File: src/rtl/ti170_pkg.sv
`default_nettype none
// +-----------------------------------------------------------------------+
// | Package : ti170_pkg                                                   |
// | Brief   : Shared types and constants for the program loader slice.    |
// | Rev     : 1.0  initial release                                        |
// +-----------------------------------------------------------------------+
package ti170_pkg;

  localparam int BYTE_W = 8;

  // Loader FSM states; CHECK is only reachable in the checksum build.
  typedef enum logic [2:0] {
    IDLE  = 3'd0,
    SIZE  = 3'd1,
    DATA  = 3'd2,
    CHECK = 3'd3,
    DONE  = 3'd4,
    ERR   = 3'd5
  } loader_state_t;

endpackage
`default_nettype wire

File: src/rtl/program_loader_if.sv
`default_nettype none
// +-----------------------------------------------------------------------+
// | Interface : program_loader_if                                         |
// | Brief     : Byte-stream input, memory write port and status of the    |
// |             program loader, bundled for source and loader sides.      |
// | Rev       : 1.0  initial release                                      |
// +-----------------------------------------------------------------------+
interface program_loader_if
  import ti170_pkg::*;
#(
  parameter int WORD_BYTES = 2,
  parameter int ADDR_W     = 7
);

  logic                         start;
  logic                         in_valid;
  logic [BYTE_W-1:0]            in_data;
  logic                         in_ready;
  logic                         mem_we;
  logic [ADDR_W-1:0]            mem_addr;
  logic [BYTE_W*WORD_BYTES-1:0] mem_wdata;
  logic                         busy;
  logic                         done;
  logic                         error;
  logic [ADDR_W:0]              word_count;

  // Byte source / observer side.
  modport master (
    output start, in_valid, in_data,
    input  in_ready, mem_we, mem_addr, mem_wdata, busy, done, error, word_count
  );

  // Loader side.
  modport slave (
    input  start, in_valid, in_data,
    output in_ready, mem_we, mem_addr, mem_wdata, busy, done, error, word_count
  );

endinterface
`default_nettype wire

File: src/rtl/program_loader_byte_assembler.sv
`default_nettype none
// +-----------------------------------------------------------------------+
// | Module : byte_assembler                                               |
// | Brief  : Packs WORD_BYTES bytes, first byte in the MSBs, into a word  |
// |          and pulses word_full the cycle after the word completes.     |
// | Rev    : 1.0  initial release                                         |
// +-----------------------------------------------------------------------+
module byte_assembler
  import ti170_pkg::*;
#(
  parameter int WORD_BYTES = 2
) (
  input  wire logic                         clock,
  input  wire logic                         reset,
  input  wire logic                         clear,
  input  wire logic                         shift_en,
  input  wire logic [BYTE_W-1:0]            byte_in,
  output logic      [BYTE_W*WORD_BYTES-1:0] word,
  output logic                              last_byte,
  output logic                              word_full
);

  localparam int c_WORD_W = BYTE_W * WORD_BYTES;
  localparam int c_IDX_W  = (WORD_BYTES > 1) ? $clog2(WORD_BYTES) : 1;

  logic [c_IDX_W-1:0]  r_idx;
  logic [c_WORD_W-1:0] r_word;
  logic                r_full;
  logic [c_WORD_W-1:0] w_shifted;

  // Shifting left means the first byte of a word ends up in the top byte.
  generate
    if (WORD_BYTES == 1) begin : g_single
      assign w_shifted = byte_in;
    end else begin : g_multi
      assign w_shifted = {r_word[c_WORD_W-BYTE_W-1:0], byte_in};
    end
  endgenerate

  assign last_byte = (r_idx == c_IDX_W'(WORD_BYTES - 1));
  assign word      = r_word;
  assign word_full = r_full;

  // Byte index wraps per word; word_full is not cleared by 'clear' so a
  // final write pulse coinciding with a new start is never lost.
  always_ff @(posedge clock) begin
    if (reset) begin
      r_idx  <= '0;
      r_word <= '0;
      r_full <= 1'b0;
    end else begin
      r_full <= shift_en && last_byte;
      if (clear) begin
        r_idx  <= '0;
        r_word <= '0;
      end else if (shift_en) begin
        r_idx  <= last_byte ? '0 : r_idx + 1'b1;
        r_word <= w_shifted;
      end
    end
  end

endmodule
`default_nettype wire

File: src/rtl/program_loader.sv
`default_nettype none
// +-----------------------------------------------------------------------+
// | Module : program_loader                                               |
// | Brief  : Consumes a length-prefixed, MSB-first byte stream and writes |
// |          the words into instruction memory before execution starts.   |
// |          Define LOADER_CHECKSUM_EN to require a trailing XOR byte.    |
// | Rev    : 1.0  initial release                                         |
// +-----------------------------------------------------------------------+
module program_loader
  import ti170_pkg::*;
#(
  parameter int WORD_BYTES = 2,
  parameter int ADDR_W     = 7,
  parameter int MAX_WORDS  = 128
) (
  input  wire logic       clock,
  input  wire logic       reset,
  program_loader_if.slave bus
);

  loader_state_t     r_state;
  loader_state_t     w_next;
  logic [BYTE_W-1:0] r_size;
  logic [ADDR_W:0]   r_word_count;
  logic [ADDR_W-1:0] r_mem_addr;
  logic              w_in_ready;
  logic              w_busy;
  logic              w_done;
  logic              w_error;
  logic              w_accept;
  logic              w_clear;
  logic              w_shift;
  logic              w_last_byte;
  logic              w_word_done;
  logic              w_last_word;
  logic              w_word_full;
  logic [BYTE_W*WORD_BYTES-1:0] w_word;

  assign w_accept    = bus.in_valid && w_in_ready;
  assign w_clear     = bus.start && (r_state == IDLE || r_state == DONE || r_state == ERR);
  assign w_shift     = w_accept && (r_state == DATA);
  assign w_word_done = w_shift && w_last_byte;
  assign w_last_word = w_word_done && ((int'(r_word_count) + 1) == int'(r_size));

  byte_assembler #(
    .WORD_BYTES (WORD_BYTES)
  ) u_asm (
    .clock     (clock),
    .reset     (reset),
    .clear     (w_clear),
    .shift_en  (w_shift),
    .byte_in   (bus.in_data),
    .word      (w_word),
    .last_byte (w_last_byte),
    .word_full (w_word_full)
  );

`ifdef LOADER_CHECKSUM_EN
  logic [BYTE_W-1:0] r_xor;

  // Running XOR over the data bytes of the current image.
  always_ff @(posedge clock) begin
    if (reset || w_clear) begin
      r_xor <= '0;
    end else if (w_shift) begin
      r_xor <= r_xor ^ bus.in_data;
    end
  end
`endif

  // State register.
  always_ff @(posedge clock) begin
    if (reset) begin
      r_state <= IDLE;
    end else begin
      r_state <= w_next;
    end
  end

  // Next-state and status outputs; the stream is accepted only in loading states.
  always_comb begin
    w_next     = r_state;
    w_in_ready = 1'b0;
    w_busy     = 1'b0;
    w_done     = 1'b0;
    w_error    = 1'b0;
    case (r_state)
      IDLE: begin
        if (bus.start) w_next = SIZE;
      end
      SIZE: begin
        w_in_ready = 1'b1;
        w_busy     = 1'b1;
        if (w_accept) begin
          if (bus.in_data == '0) begin
`ifdef LOADER_CHECKSUM_EN
            w_next = CHECK;
`else
            w_next = DONE;
`endif
          end else if (int'(bus.in_data) > MAX_WORDS) begin
            w_next = ERR;
          end else begin
            w_next = DATA;
          end
        end
      end
      DATA: begin
        w_in_ready = 1'b1;
        w_busy     = 1'b1;
        if (w_last_word) begin
`ifdef LOADER_CHECKSUM_EN
          w_next = CHECK;
`else
          w_next = DONE;
`endif
        end
      end
`ifdef LOADER_CHECKSUM_EN
      CHECK: begin
        w_in_ready = 1'b1;
        w_busy     = 1'b1;
        if (w_accept) w_next = (bus.in_data == r_xor) ? DONE : ERR;
      end
`endif
      DONE: begin
        w_done = 1'b1;
        if (bus.start) w_next = SIZE;
      end
      ERR: begin
        w_error = 1'b1;
        if (bus.start) w_next = SIZE;
      end
      default: w_next = IDLE;
    endcase
  end

  // Size capture, word counter and write address; the address is latched as
  // the word completes so it lines up with the write pulse one cycle later.
  always_ff @(posedge clock) begin
    if (reset) begin
      r_size       <= '0;
      r_word_count <= '0;
      r_mem_addr   <= '0;
    end else begin
      if (w_clear) begin
        r_word_count <= '0;
      end else if (w_word_done) begin
        r_word_count <= r_word_count + 1'b1;
        r_mem_addr   <= r_word_count[ADDR_W-1:0];
      end
      if (w_accept && r_state == SIZE) begin
        r_size <= bus.in_data;
      end
    end
  end

  assign bus.in_ready   = w_in_ready;
  assign bus.busy       = w_busy;
  assign bus.done       = w_done;
  assign bus.error      = w_error;
  assign bus.mem_we     = w_word_full;
  assign bus.mem_addr   = r_mem_addr;
  assign bus.mem_wdata  = w_word;
  assign bus.word_count = r_word_count;

endmodule
`default_nettype wire
File: src/flat_wrapper.sv
// flat-port wrapper written by rule: the top's interface ports become plain ports
module program_loader_flat import ti170_pkg::*;
#(
  parameter int WORD_BYTES = 2,
  parameter int ADDR_W     = 7,
  parameter int MAX_WORDS  = 128
)
  (clock, reset, bus_start, bus_in_valid, bus_in_data, bus_in_ready, bus_mem_we, bus_mem_addr, bus_mem_wdata, bus_busy, bus_done, bus_error, bus_word_count);
  program_loader_if #(.WORD_BYTES(WORD_BYTES), .ADDR_W(ADDR_W)) bus_i ();
  input  wire logic clock;
  input  wire logic reset;
  input wire logic [$bits(bus_i.start)-1:0] bus_start;
  input wire logic [$bits(bus_i.in_valid)-1:0] bus_in_valid;
  input wire logic [$bits(bus_i.in_data)-1:0] bus_in_data;
  output wire logic [$bits(bus_i.in_ready)-1:0] bus_in_ready;
  output wire logic [$bits(bus_i.mem_we)-1:0] bus_mem_we;
  output wire logic [$bits(bus_i.mem_addr)-1:0] bus_mem_addr;
  output wire logic [$bits(bus_i.mem_wdata)-1:0] bus_mem_wdata;
  output wire logic [$bits(bus_i.busy)-1:0] bus_busy;
  output wire logic [$bits(bus_i.done)-1:0] bus_done;
  output wire logic [$bits(bus_i.error)-1:0] bus_error;
  output wire logic [$bits(bus_i.word_count)-1:0] bus_word_count;
  assign bus_i.start = bus_start;
  assign bus_i.in_valid = bus_in_valid;
  assign bus_i.in_data = bus_in_data;
  assign bus_in_ready = bus_i.in_ready;
  assign bus_mem_we = bus_i.mem_we;
  assign bus_mem_addr = bus_i.mem_addr;
  assign bus_mem_wdata = bus_i.mem_wdata;
  assign bus_busy = bus_i.busy;
  assign bus_done = bus_i.done;
  assign bus_error = bus_i.error;
  assign bus_word_count = bus_i.word_count;
  program_loader #(.WORD_BYTES(WORD_BYTES), .ADDR_W(ADDR_W), .MAX_WORDS(MAX_WORDS)) u_core (.clock(clock), .reset(reset), .bus(bus_i));
endmodule
File: config.mk
export PLATFORM = sky130hd
export DESIGN_NAME = program_loader_flat
export DESIGN_NICKNAME = d
export VERILOG_FILES = /design/src/rtl/ti170_pkg.sv /design/src/rtl/program_loader_if.sv /design/src/rtl/program_loader_byte_assembler.sv /design/src/rtl/program_loader.sv /design/src/flat_wrapper.sv
export SDC_FILE = /design/constraint.sdc
export NUM_CORES = 1
export LEC_CHECK = 0
export BUFFER_PORTS_ARGS = -buffer_cell sky130_fd_sc_hd__buf_2
export CAP_MARGIN = 20
export CORE_ASPECT_RATIO = 1.5
export CORE_MARGIN = 4
export CORE_UTILIZATION = 59
export CTS_BUF_LIST = sky130_fd_sc_hd__clkbuf_8
export CTS_CLUSTER_DIAMETER = 50
export DETAILED_ROUTE_END_ITERATION = 12
export PLACE_DENSITY = 0.95
export SYNTH_ARGS = -nofsm -noshare
export SYNTH_HDL_FRONTEND = slang
export SYNTH_SLANG_ARGS = --single-unit
File: constraint.sdc
create_clock -name clock -period 6.83 [get_ports clock]
set_clock_uncertainty 0.2 [all_clocks]
set_input_delay 1.7075 -clock clock [delete_from_list [all_inputs] [get_ports clock]]
set_output_delay 1.7075 -clock clock [all_outputs]
set_load 0.02 [all_outputs]
[After elaboration in Yosys (flattened, before gate mapping)]
Index checks and enable logic that the tools add are counted.
Storage, ports and cells
  flip-flop bits (word level): 44
  input port bits: 12
  output and inout port bits: 36
  logic and storage cells: 45
Operators by class
  add/subtract/negate cells: 3
  magnitude comparators: 1
  equal/unequal tests: 8
  mux-type cells: 10
  bitwise operators: 1
  reductions and logical operators: 15
Operator list (number)
  32-bit by 9-bit == test with 1-bit output: 1
  3-bit 2-to-1 mux: 5
  8-bit by 1-bit adder with 9-bit output (second input constant): 1
  3-bit one-hot mux with 3 select lines: 1
  8-bit by 1-bit adder with 8-bit output (second input constant): 1
  8-bit greater-than comparator (second input constant): 1
  8-bit zero test: 1
  3-bit == test (second input constant): 2
  1-bit logical AND: 6
  2-bit by 1-bit != test with 1-bit output (second input constant): 3
  1-bit 2-to-1 mux: 4
  2-bit OR reduction: 2
  3-bit by 1-bit == test with 1-bit output (second input constant): 1
  3-bit by 2-bit == test with 1-bit output (second input constant): 1
  3-bit zero test: 1
  3-bit AND reduction: 1
  3-bit OR reduction: 1
  1-bit logical OR: 2
  2-bit AND reduction: 1
  1-bit adder (second input constant): 1
  1-bit NOT: 1

[Longest topological paths before layout]
  depth in word-level cells: 9
  depth in mapped cells: 8
  mapped depth without buffers: 7

[Hierarchy]
A second synthesis with hierarchy kept.
Unflattened totals
  cell total of the unflattened synthesis: 229
  area, all modules: 2052.0 um2
Modules (own cells, without submodules)
  program_loader: instances 1, cells an instance 170, area each 1392.6 um2, seq. area each 520.5 um2
  byte_assembler: instances 1, cells an instance 59, area each 659.4 um2, seq. area each 360.3 um2

[Worst setup path before layout]
Ideal clock, no wire load.
  kind: input to register
  start: in bus_in_valid
  end: reg u_core.r_state[0]
  arrival: 2795 ps
  slack: 3755 ps
  stages: 7
  path buffers: 1
  cell sequence: and4bb_1 > buf_4 > and2_4 > nand3_2 > nor4b_4 > a211oi_1 > a211oi_2
On the way
  word-level cells in the longest chain between the ends: 6
  elaborated cells on any way between the ends: 7
  classes of those cells: eq/ne (2); reduce/logical (5)
Ends and longest elaborated chain
  start, declared: RTL line flat_wrapper.sv:13  | input wire logic [$bits(bus_i.in_valid)-1:0] bus_in_valid;
  1-bit logical AND (*): RTL line program_loader.sv:39  | assign w_accept = bus.in_valid && w_in_ready;
  1-bit logical AND: RTL line program_loader.sv:41  | assign w_shift = w_accept && (r_state == DATA);
  1-bit logical AND: RTL line program_loader.sv:42  | assign w_word_done = w_shift && w_last_byte;
  1-bit logical AND: RTL line program_loader.sv:43  | assign w_last_word = w_word_done && ((int'(r_word_count) + 1) == int'(r_size));
  2-bit by 1-bit != test with 1-bit output (no line)
  3-bit AND reduction (no line) (*)
  end signal, assigned: RTL line program_loader.sv:76  | r_state <= w_next;
  end, declared: RTL line program_loader.sv:21  | loader_state_t r_state;
Every way passes the cells marked *; elsewhere a longest branch is shown, timed or not.
A chain may end at the register's enable or synchronous reset.

[Worst setup path in the final report]
Same ends and word-level chain as after synthesis.

==> out/qor.csv <==
metric,value,unit
status,finished clean,
critPathKind,input port to flop,
first_global_vias,1728,
drcViolationCount,0,
dp_cells,315,
netlist_instances,244,
swShare,34.0,%
postCtsSetupRepairBufs,0,
fin_hold_ws,0.254,ns
antenna_cells,0,
cp_cell_sequence,buf_2 > and4bb_1 > and2_4 > nand3_2 > nor4b_4 > a211oi_1 > a211oi_2,
dieWidth,55.8,um
antenna_left,0,
die-area,0.00444,mm2
cts.clk_slew.worst_paths,0.08,ns
start_util,62.6,%
rows,25,
cp_slowest_cell,and4bb_1,
grt_max_degree,26,
ys_types,40,
routabilityCongestion,0.898,
final_common_cell,nand2_1,
max_freq,286,MHz
vias,1797,
switchingPower,215,uW
syn_nets,257,
ctsResizeCount,0,
hpwl,3240,um
ff_latch_area,881,um2
routedWlPerCell,14.1,um
ys_seq_elements,44,
cts_hold_buffers,0,
yosysWarnings,0,
overflow,0,
synth.yosys.seq_area_share,43.6,%
syn2layout_area_growth,13.9,%
arrival,3.51,ns
timing.critical_path.to_type,flop,
fp.dieH,79.6,um
drt_iter0_drc,57,
relSlewSlack,54.0,%
crit_path_start_kind,input port,
slowest_delay,0.65,ns
io_pins,48,
insertion_delay,0.29,ns
nets,295,
fp.coreArea,0.00322,mm2
cellPowerDensity,275,mW/mm2
peakVddDrop,0.255,mV
rsz0062_at_grt,no,
grt_pass1_wl,7600,um
hold_path.class,flop to flop,
ctsHtreeMaxLevel,2,
cp.required,6.85,ns
fin_area,0.00230,mm2
critPathMaxFanout,19,
period_share,51.1,%
grt_antenna_before_repair,0,
crit_family,simple AND/OR/NAND/NOR gates,
pwr-share-seq,47.5,%
layout.cells.non_filler,322,
clock-sinks,44,
cts_buffer_depth,2,
clkPwrFrac,23.5,%
cts_inserted_buffers,5,
critPathBufInv,1,
drt_pass1_iterations,5,
drive_gt1_share,22.3,%
grt_use_total,21.6,%
nFillCells,255,
drt_wl_total,4540,um
clock-root-buffer,clkbuf_8,
fin_tns_setup,0,ns
p_comb_share,29.1,%
syn_avg_cell_area,8.27,um2
setup_viol,0,
intPower,417,uW
final_cell_mix,"nand2_1 (61), buf_2 (47), dfxtp_1 (44)",
vias_per_cell,5.58,
worstMarginPinSlew,0.690,ns
cts_tree,yes,
leakage,0.000944,uW
finalHoldViolCount,0,
postPlaceCellArea,0.00222,mm2
synthesis.area,0.00202,mm2
fin_crit,3.49,ns
drv_cap,0,
maxSlewViolCount,0,
port_buffers,47,
multi_input_area,0.00104,mm2
[cell families after synthesis]
family          share of synthesized area (%)
simple gates                             25.5
flops                                    43.6
compound gates                           13.3
xor+xnor                                 8.25
buf+inv                                  4.65
mux                                      3.97
fa+ha+maj                               0.620
[sequential cells by signal, indices dropped and copies added, names as in the netlist]
signal / cells
u_core.u_asm.last_byte: 1
u_core.r_state: 3
u_core.u_asm.word_full: 1
u_core.bus.mem_addr: 7
u_core.u_asm.word: 16
u_core.bus.word_count: 8
u_core.r_size: 8
[stage by stage]
stage	setup WS, ns	util, %	power, uW
finish	3.34	71.3	632
global route	3.21	71.3	664
CTS	3.35	71.3	635
detailed placement	3.04	68.9	488
global placement	3.08	68.9	483
floorplan	3.76	-	455
[worst register-to-register path: stages, from the launching register on]
cell,delay (ns)
dfxtp_1,0.46
and4bb_1,0.69
and2_4,0.36
nand3_2,0.11
nor4b_4,0.28
a211oi_1,0.12
a211oi_2,0.19
[routing by layer]
metal	GRT usage, %	vias to the layer above	share of wire [%]
met3	4.85	15	5.6
met1	22.5	837	38
met4	11.9	0	3.0
met5	0	-	0
met2	39.3	59	53
li1	-	886	-
[synthesized netlist by cell type (all sizes together)]
cell | count | share of area, %
o211a | 1 | 0.50
mux2i | 8 | 4.0
a2bb2oi | 1 | 0.43
dfxtp | 44 | 44
inv | 3 | 0.56
and3b | 1 | 0.43
a311oi | 1 | 0.43
nand3 | 6 | 1.7
a211oi | 4 | 2.0
o32a | 2 | 1.1
nor2 | 24 | 4.5
buf | 9 | 2.7
nor3b | 1 | 0.37
a21o | 1 | 0.43
nand2b | 5 | 1.5
or2 | 1 | 0.31
nor3 | 2 | 0.50
and4 | 1 | 0.43
xnor2 | 8 | 3.5
o31ai | 1 | 0.37
ha | 1 | 0.62
nor4b | 1 | 1.2
o211ai | 1 | 0.62
a31o | 1 | 0.43
and2 | 2 | 0.74
nor4 | 1 | 0.31
and3 | 2 | 0.62
a21oi | 27 | 6.7
nand2 | 61 | 11
clkbuf | 7 | 1.4
or3 | 3 | 0.93
xor2 | 11 | 4.8
o21a | 1 | 0.37
and4bb | 1 | 0.62
[power groups by stage]
stage | combinational (uW) | sequential [uW] | clock (uW)
4_1_cts | 184 | 299 | 151
3_3_place_gp | 179 | 304 | 0
2_1_floorplan | 156 | 299 | 0
3_5_place_dp | 183 | 305 | 0
5_1_grt | 201 | 302 | 160
6_report | 184 | 300 | 148
[path summary, 6_finish.rpt]
| check | from | to | slack (ns) | cells past startpoint |
|---|---|---|---|---|
| hold reg to reg | u_core.bus.mem_addr[5] | u_core.bus.mem_addr[5] | 0.25 | 2 |
| setup / recovery | bus_in_valid | u_core.r_state[0] | 3.34 | 7 |
| hold / removal | u_core.bus.mem_addr[5] | u_core.bus.mem_addr[5] | 0.25 | 2 |
| setup reg to reg | u_core.r_state[1] | u_core.r_state[0] | 4.35 | 6 |
[area by class of cell]
cell class / instances / area share, %
inverters: 3 / 0.490
flip-flops and latches: 44 / 38.3
clock inverters: 2 / 0.381
repair buffers: 47 / 10.2
clock buffers: 5 / 2.99
well taps: 40 / 2.18
multi-input cells: 181 / 45.4
Note: power is estimated with default switching activity, not from simulation.
